$ cat config.mk
export PLATFORM = sky130hd
export DESIGN_NAME = ram_write_arbiter
export DESIGN_NICKNAME = d
export VERILOG_FILES = /design/src/rtl/ram_arb_pkg.sv /design/src/rtl/rr_arb2.sv /design/src/rtl/ram_write_arbiter.sv
export SDC_FILE = /design/constraint.sdc
export NUM_CORES = 1
export LEC_CHECK = 0
export BUFFER_PORTS_ARGS = -buffer_cell sky130_fd_sc_hd__buf_2
export CAP_MARGIN = 20
export CORE_AREA = 3 3 40 42
export CTS_CLUSTER_DIAMETER = 60
export DETAILED_ROUTE_END_ITERATION = 16
export DIE_AREA = 0 0 43 45
export SLEW_MARGIN = 20
export SYNTH_ARGS = -nofsm -noshare
export SYNTH_HDL_FRONTEND = slang
export SYNTH_SLANG_ARGS = --single-unit
export TNS_END_PERCENT = 20
$ cat constraint.sdc
create_clock -name CLK -period 1.16 [get_ports CLK]
set_input_delay 0.174 -clock CLK [delete_from_list [all_inputs] [get_ports CLK]]
set_output_delay 0.174 -clock CLK [all_outputs]
set_load 0.05 [all_outputs]
$ cat src/rtl/ram_arb_pkg.sv
// ram_arb_pkg: shared types and constants for the two-requester RAM write
// arbiter.
//   ADDR_W  - RAM address width (fixed at 2)
//   DEPTH   - number of RAM entries (fixed at 4)
//   state_t - arbiter state: INIT (post-reset clear) or RUN
//   grant_t - 2-bit one-hot requester grant ({req1, req0}), 0 = none
package ram_arb_pkg;
  localparam int ADDR_W = 2;
  localparam int DEPTH  = 4;

  typedef enum logic {INIT, RUN} state_t;
  typedef logic [1:0] grant_t;
endpackage

$ cat src/rtl/rr_arb2.sv
// rr_arb2: two-way round-robin selector, purely combinational.
//   valid - {req1, req0} pending requests
//   ptr   - requester favoured on contention (0 = req0, 1 = req1)
//   grant - one-hot winner, 0 when nothing is valid
module rr_arb2
  import ram_arb_pkg::*;
(
  input  logic [1:0] valid,
  input  logic       ptr,
  output grant_t     grant
);

  always_comb begin
    grant = valid;
    if (valid == 2'b11) grant = ptr ? 2'b10 : 2'b01;
  end

endmodule

$ cat src/rtl/ram_write_arbiter.sv
// ram_write_arbiter: merges two write requesters onto one RAM write port.
// One request is accepted per cycle (VALID & READY); the accepted write
// appears on WE/WADDR/WDATA/GRANT one cycle later from registers.
// Contention is resolved round-robin, requester 0 first after reset.
//   CLK, RESETN               - clock, async active-low reset
//   REQx_VALID/ADDR/DATA      - requester x write request
//   REQx_READY                - requester x accepted this cycle
//   WADDR, WDATA, WE          - RAM write port
//   GRANT                     - one-hot owner of the current WE cycle
//   BUSY                      - post-reset clear in progress
// Build option: RAM_ARB_INIT_EN adds an INIT phase that writes 0 to every
// entry after reset before requests are accepted. Without it the block is
// in RUN straight out of reset and BUSY is tied 0.
module ram_write_arbiter #(
  parameter int WIDTH = 1,
  parameter int DEPTH = 4
) (
  input  logic             CLK,
  input  logic             RESETN,
  input  logic             REQ0_VALID,
  input  logic [1:0]       REQ0_ADDR,
  input  logic [WIDTH-1:0] REQ0_DATA,
  output logic             REQ0_READY,
  input  logic             REQ1_VALID,
  input  logic [1:0]       REQ1_ADDR,
  input  logic [WIDTH-1:0] REQ1_DATA,
  output logic             REQ1_READY,
  output logic [1:0]       WADDR,
  output logic [WIDTH-1:0] WDATA,
  output logic             WE,
  output logic [1:0]       GRANT,
  output logic             BUSY
);
  import ram_arb_pkg::*;

  // Address width is fixed, so only a 4-entry RAM can be cleared correctly.
  if (DEPTH != 4) begin : g_depth_chk
    $error("ram_write_arbiter: DEPTH must be 4");
  end

  grant_t             arb_gnt, acc;
  state_t             state_q;
  logic               prio_q, prio_d;
  logic               we_q, we_d;
  logic [ADDR_W-1:0]  waddr_q, waddr_d;
  logic [WIDTH-1:0]   wdata_q, wdata_d;
  grant_t             grant_q, grant_d;

  rr_arb2 u_rr (
    .valid ({REQ1_VALID, REQ0_VALID}),
    .ptr   (prio_q),
    .grant (arb_gnt)
  );

  // READY is gated by RESETN directly so it drops the instant reset asserts,
  // even in the build where the state is permanently RUN.
  assign acc        = (RESETN && state_q == RUN) ? arb_gnt : 2'b00;
  assign REQ0_READY = acc[0];
  assign REQ1_READY = acc[1];

`ifdef RAM_ARB_INIT_EN
  localparam logic [ADDR_W-1:0] LAST_ADDR = ADDR_W'(DEPTH - 1);

  state_t            state_d;
  logic [ADDR_W-1:0] cnt_q, cnt_d;

  always_ff @(posedge CLK or negedge RESETN) begin
    if (!RESETN) begin
      state_q <= INIT;
      cnt_q   <= '0;
    end else begin
      state_q <= state_d;
      cnt_q   <= cnt_d;
    end
  end

  assign BUSY = (state_q == INIT);
`else
  assign state_q = RUN;
  assign BUSY    = 1'b0;
`endif

  always_comb begin
    prio_d  = prio_q;
    we_d    = 1'b0;
    waddr_d = waddr_q;
    wdata_d = wdata_q;
    grant_d = acc;
    if (acc[1]) begin
      we_d    = 1'b1;
      waddr_d = REQ1_ADDR;
      wdata_d = REQ1_DATA;
      prio_d  = 1'b0;
    end else if (acc[0]) begin
      we_d    = 1'b1;
      waddr_d = REQ0_ADDR;
      wdata_d = REQ0_DATA;
      prio_d  = 1'b1;
    end
`ifdef RAM_ARB_INIT_EN
    state_d = state_q;
    cnt_d   = cnt_q;
    // acc is 0 in INIT, so the clear write never collides with a request.
    if (state_q == INIT) begin
      we_d    = 1'b1;
      waddr_d = cnt_q;
      wdata_d = '0;
      cnt_d   = cnt_q + 2'd1;  // wraps 3 -> 0 on the exit to RUN
      if (cnt_q == LAST_ADDR) state_d = RUN;
    end
`endif
  end

  always_ff @(posedge CLK or negedge RESETN) begin
    if (!RESETN) begin
      prio_q  <= 1'b0;
      we_q    <= 1'b0;
      waddr_q <= '0;
      wdata_q <= '0;
      grant_q <= '0;
    end else begin
      prio_q  <= prio_d;
      we_q    <= we_d;
      waddr_q <= waddr_d;
      wdata_q <= wdata_d;
      grant_q <= grant_d;
    end
  end

  assign WE    = we_q;
  assign WADDR = waddr_q;
  assign WDATA = wdata_q;
  assign GRANT = grant_q;

endmodule

======== After elaboration in Yosys (flattened, before gate mapping) ========
Cells that the tools add are included.
storage, ports and cells
  flip-flop bits (word level) ............. 7
  latch bits .............................. 0
  memory bits (writable) .................. 0
  bits in read-only memories .............. 0
  input port bits ......................... 10
  output and inout port bits .............. 9
  logic and storage cells ................. 18
  memories ................................ 0
cells by class
  $add $sub $neg .......................... 0
  multipliers ............................. 0
  div/mod/pow operators ................... 0
  $lt $le $gt $ge ......................... 0
  eq/ne operators ......................... 1
  shift-type cells ........................ 0
  mux-type cells .......................... 11
  bitwise gates (word level) .............. 0
  reduce and logical (&&, ||, !) cells .... 1
operators with widths
  cell                                        count
  2-bit 2-to-1 mux                            5
  1-bit 2-to-1 mux                            6
  2-bit equality test, second input constant  1
  2-bit nonzero test                          1

======== Depth between registers and ports, before layout ========
  depth in word-level cells ............... 5
  gate-level depth with buffers ........... 3
  depth with buffers taken out ............ 3

======== By module ========
From an unflattened synthesis, not the netlist that was laid out.
second synthesis, totals
  cells, all modules ...................... 28
  area total of the unflattened synthesis .. 302.8 µm²
by module, submodules not included
  module             times used  cells an instance  area an instance (µm²)  seq. area each (µm²)
  ram_write_arbiter  1           25                 284.0                   175.2
  rr_arb2            1           3                  18.8                    0.0

======== Least setup slack after synthesis ========
No wires, ideal clock.
  path kind ............................... register -> register
  start point ............................. register prio_q
  end point ............................... register grant_q[1], in the netlist GRANT[1]
  library setup time ...................... 0.203 ns
  data arrival time ....................... 1.253 ns
  data required time ...................... 0.957 ns
  path slack .............................. -0.295 ns
  cell stages (with the launch flop) ...... 3
  buffers on the path ..................... 0
  period minus slack after synthesis ...... 1.455 ns
  cell sequence ........................... dfrtp_1 -> and2b_1 -> nor2_1
between the ends
  word-level cells in the longest chain between the ends .. 3
RTL lines
  element                         line                      source
  from (decl)                     ram_write_arbiter.sv:43   logic prio_q, prio_d;
  from (signal assigned)          ram_write_arbiter.sv:122  prio_q <= prio_d;
  2-bit 2-to-1 mux (2 in series)  rr_arb2.sv:15             if (valid == 2'b11) grant = ptr ? 2'b10 : 2'b01;
  2-bit 2-to-1 mux                ram_write_arbiter.sv:57   assign acc = (RESETN && state_q == RUN) ? arb_gnt : 2'b00;
  named net REQ1_READY            ram_write_arbiter.sv:27   output logic REQ1_READY,
  to (signal assigned)            ram_write_arbiter.sv:126  grant_q <= grant_d;
  to (decl)                       ram_write_arbiter.sv:47   grant_t grant_q, grant_d;
The timed path passes the listed nets, and every way through them passes these cells.
A chain may end at the register's enable or synchronous reset.

======== Worst setup path in the final report ========
  start point ............................. register prio_q
  end point ............................... output port REQ1_READY
between the ends
  word-level cells in the longest chain between the ends .. 3
RTL lines
  element                         line
  2-bit 2-to-1 mux (2 in series)  rr_arb2.sv:15
  2-bit 2-to-1 mux                ram_write_arbiter.sv:57
  to (decl)                       ram_write_arbiter.sv:27
Every way passes these cells.

==> flow_results.org <==
** Outcome
- The run finished, with violations left.
- Violations in the final reports :: negative setup slack

** Clock tree
- Later-pin clock latency in the skew report :: between 0.2 and 0.3 ns
- Buffers inserted during clock tree synthesis total 3.
- TritonCTS built the clock tree.
- Level count of the clock H-tree :: 1
- Clock-pin slew was measured on the worst setup and hold paths at approximately 0.06 ns.
- Root Buffer :: clkbuf_4
- Count of clock tree sinks :: 7
- Number of buffers on the longest clock path :: 2

** Floorplanning
- The total area inside the core boundary comes to between 1000 and 1500 sq um.
- Count of pins on the block boundary :: 19
- Area of the die :: 1940 sq um
- Die span in y :: about 45 um
- In this run the horizontal extent of the chip is around 43 um.
- Placement row count :: 13
- Starting density of the core :: 0.237

** Logic synthesis
- Number of register bits inferred by synthesis :: 7
- The number of nets in the synthesized netlist is 40.
- Yosys warns :: 0
- Of the synthesized area, sequential elements account for 0.576.
- The mapped netlist covers just over 300 sq um.
- After technology mapping, the gate count stands at 30.
- In this run, distinct cell masters in the synthesized netlist total 12.
- Average instance area after synthesis :: slightly above 10 sq um

** GRT
- The first global-routing pass estimated about 1200 um of wire.
- For this run, the total global-route usage over all layers was measured as 0.0914.
- Total global routing overflow :: 0
- The number of global-route vias before repair is 301.
- Initial antenna violation count :: 0
- Largest net degree at the start of global routing :: 11

** Power
- Areal power density over the cells :: between 1500 and 2000 nW/um^2
- Leakage power summed over all cells :: roughly 0.00026 uW
- The worst-case IR drop observed on VDD is about 0.00049 V.
- After layout, the design draws a total of roughly 800 uW.

** Detailed routing
- Before antenna repair, the detailed router went through 4 iterations.
- Sum of routed wire length over all layers :: 851 um
- Iteration-0 DRC count of the detailed router :: 11
- After detailed routing, the number of vias per cell comes to around 4.5.
- In the routed design, unresolved DRC markers number 0.
- ANT nets after route :: 0
- Via Count :: between 300 and 400
- In the final routed layout, each cell accounts on average for approximately 12 um.

** Finish
- Of the cells placed in the final design, the portion with a size suffix greater than 1 is 0.491.
- Final instance area :: around 510 sq um
- The number of antenna diodes in the final layout is 0.
- The finished layout holds 72 standard cells, fillers aside.
- The net count of the finished layout is 68.
- Area added between synthesis and finish :: 67.5%

** Worst setup path
- Data arrives at the worst endpoint at 1.11 ns.
- The worst setup path is launched from a flip-flop.
- Broken down by cell family, the worst path's largest delay share belongs to flip-flops.
- Cell-by-cell listing of the critical path :: and2b_1 > nor2_2 > buf_6
- Maximum cell stage delay along the critical path :: 0.37 ns
- Highest-delay cell along the critical path :: dfrtp_1
- Total buffers and inverters traversed by the critical path :: 1
- The critical path in this run is classified as flip-flop to primary output.
- Along the worst path, the maximum fanout reaches 3.
- Critical Path End Type :: primary output
- At the worst endpoint, the required time is ~0.99 ns.

** STA
- Finish-stage setup viols :: 2
- Shortest period the worst path allows :: 1.29 ns
- Max Clock Skew :: approximately 0.0058 ns
- Static timing analysis puts the maximum clock frequency at roughly 780 MHz.
- The count of final hold-check violations was 0.
- Max Slew Vio Count :: 0
- Of the available clock period, the critical path in the final layout requires 1.11.
- After layout, the worst setup slack is -0.128 ns.
- Setup repair after global routing could not meet its margin everywhere.
- Final Hold Slack :: 0.0995 ns

** Worst hold path
- In this run the worst hold path is classified as input pin to asynchronous set/reset pin.

** Place
- Total placed instance area :: between 400 and 500 sq um
- Total placed cells including tap cells :: between 60 and 70
- The congestion estimate from routability-driven global placement came to between 0.7 and 0.8.
- Detailed placement ended at an HPWL of between 500 and 600 um.
- Number of port buffers :: 17

** Job
- Max-cap violations in this run came to 0.
==> cells in the mapped netlist <==
cell	instances	area [sq um]
dfrtp_1	7	175
nor2_1	4	15.0
o21ai_1	4	20.0
a31oi_1	3	18.8
nand2_1	3	11.3
nand4_1	3	18.8
a21oi_1	1	5.00
and2b_1	1	7.51
buf_4	1	7.51
conb_1	1	3.75
nand2b_1	1	6.26
o21a_4	1	15.0
==> power by group <==
part / switching (uW) / leakage (uW) / internal [uW]
registers: 13.5 / 0.0000842 / 273
clock network: 96.2 / 0.0000150 / 132
logic: 173 / 0.000157 / 94.4
==> path summary, 6_finish.rpt <==
kind	start	end	slack [ns]	depth (start not counted)
max in group asynchronous	RESETN	prio_q	0.52	3
min	RESETN	GRANT[0]	0.1	3
min in group CLK	REQ0_DATA	WDATA	0.20	3
min reg2reg	prio_q	GRANT[0]	0.49	1
max reg2reg	prio_q	WADDR[1]	0.02	5
max	prio_q	REQ1_READY	-0.13	3
==> repair_timing <==
item,in CTS,in global routing
pin swaps,1,0
buffers inserted,1,1
hold buffers,1,1
endpoints found under the hold margin,7,1
setup endpoints to repair,2,5
resized for setup,4,2
==> worst register-to-register path: cells and delay by family, from the launching register on <==
family                 cells  cell delay [ns]
AOI/OAI and AO/OA          1             0.08
buffers and inverters      2             0.27
and+or+nand+nor            2             0.27
DFF                        1             0.40
==> area by class of cell <==
| class | instances | area, sq um |
|---|---|---|
| clock buffers | 4 | 26.3 |
| multi-input cells | 22 | 128 |
| repair buffers | 24 | 161 |
| well taps | 15 | 18.8 |
| flip-flops and latches | 7 | 175 |
| fillers | 131 | 776 |
==> registers in the layout, indices dropped and copies added, names as in the netlist <==
| name | flops |
|---|---|
| WADDR | 2 |
| WDATA | 1 |
| GRANT | 2 |
| WE | 1 |
| prio_q | 1 |
==> cells in the final DEF, fill, tap and decap left out <==
cell | netlist | layout
dlygate4sd3_1 | 0 | 1
a31oi_1 | 3 | 3
o21a_4 | 1 | 1
nor2_2 | 0 | 1
buf_2 | 0 | 15
nand4_1 | 3 | 3
dlymetal6s4s_1 | 0 | 1
clkbuf_4 | 0 | 3
a21oi_2 | 0 | 1
clkbuf_1 | 0 | 1
nand2b_1 | 1 | 1
and2b_1 | 1 | 1
nand2_1 | 3 | 3
buf_4 | 1 | 4
conb_1 | 1 | 1
buf_6 | 0 | 3
o21ai_1 | 4 | 4
dfrtp_1 | 7 | 7
nor2_1 | 4 | 3
==> logic make-up (layout without fill, tap and decap cells) <==
kind of cell | Yosys count | in the layout | synth area share
buffers and inverters | 1 | 28 | 0.0247
other | 1 | 1 | 0.0123
DFF | 7 | 7 | 0.576
and+or+nand+nor | 12 | 12 | 0.193
AOI/OAI and AO/OA | 9 | 9 | 0.193
==> metrics by stage <==
step / worst slack, ns / utilization / TNS [ns]
CTS: -0.140 / 0.378 / -0.397
detailed placement: 0.0296 / 0.334 / 0
global placement: 0.0452 / 0.334 / 0
floorplan: -0.0585 / - / -0.113
finish: -0.128 / 0.396 / -0.138
global route: -0.189 / 0.396 / -0.340
==> layer usage <==
metal,GRT usage,share of wire,up-vias
met2,0.132,0.47,13
met5,0,0,-
met4,0.0904,0.020,0
li1,-,-,161
met1,0.103,0.44,151
met3,0.0319,0.072,2
Note: power is estimated with default switching activity, not from simulation.
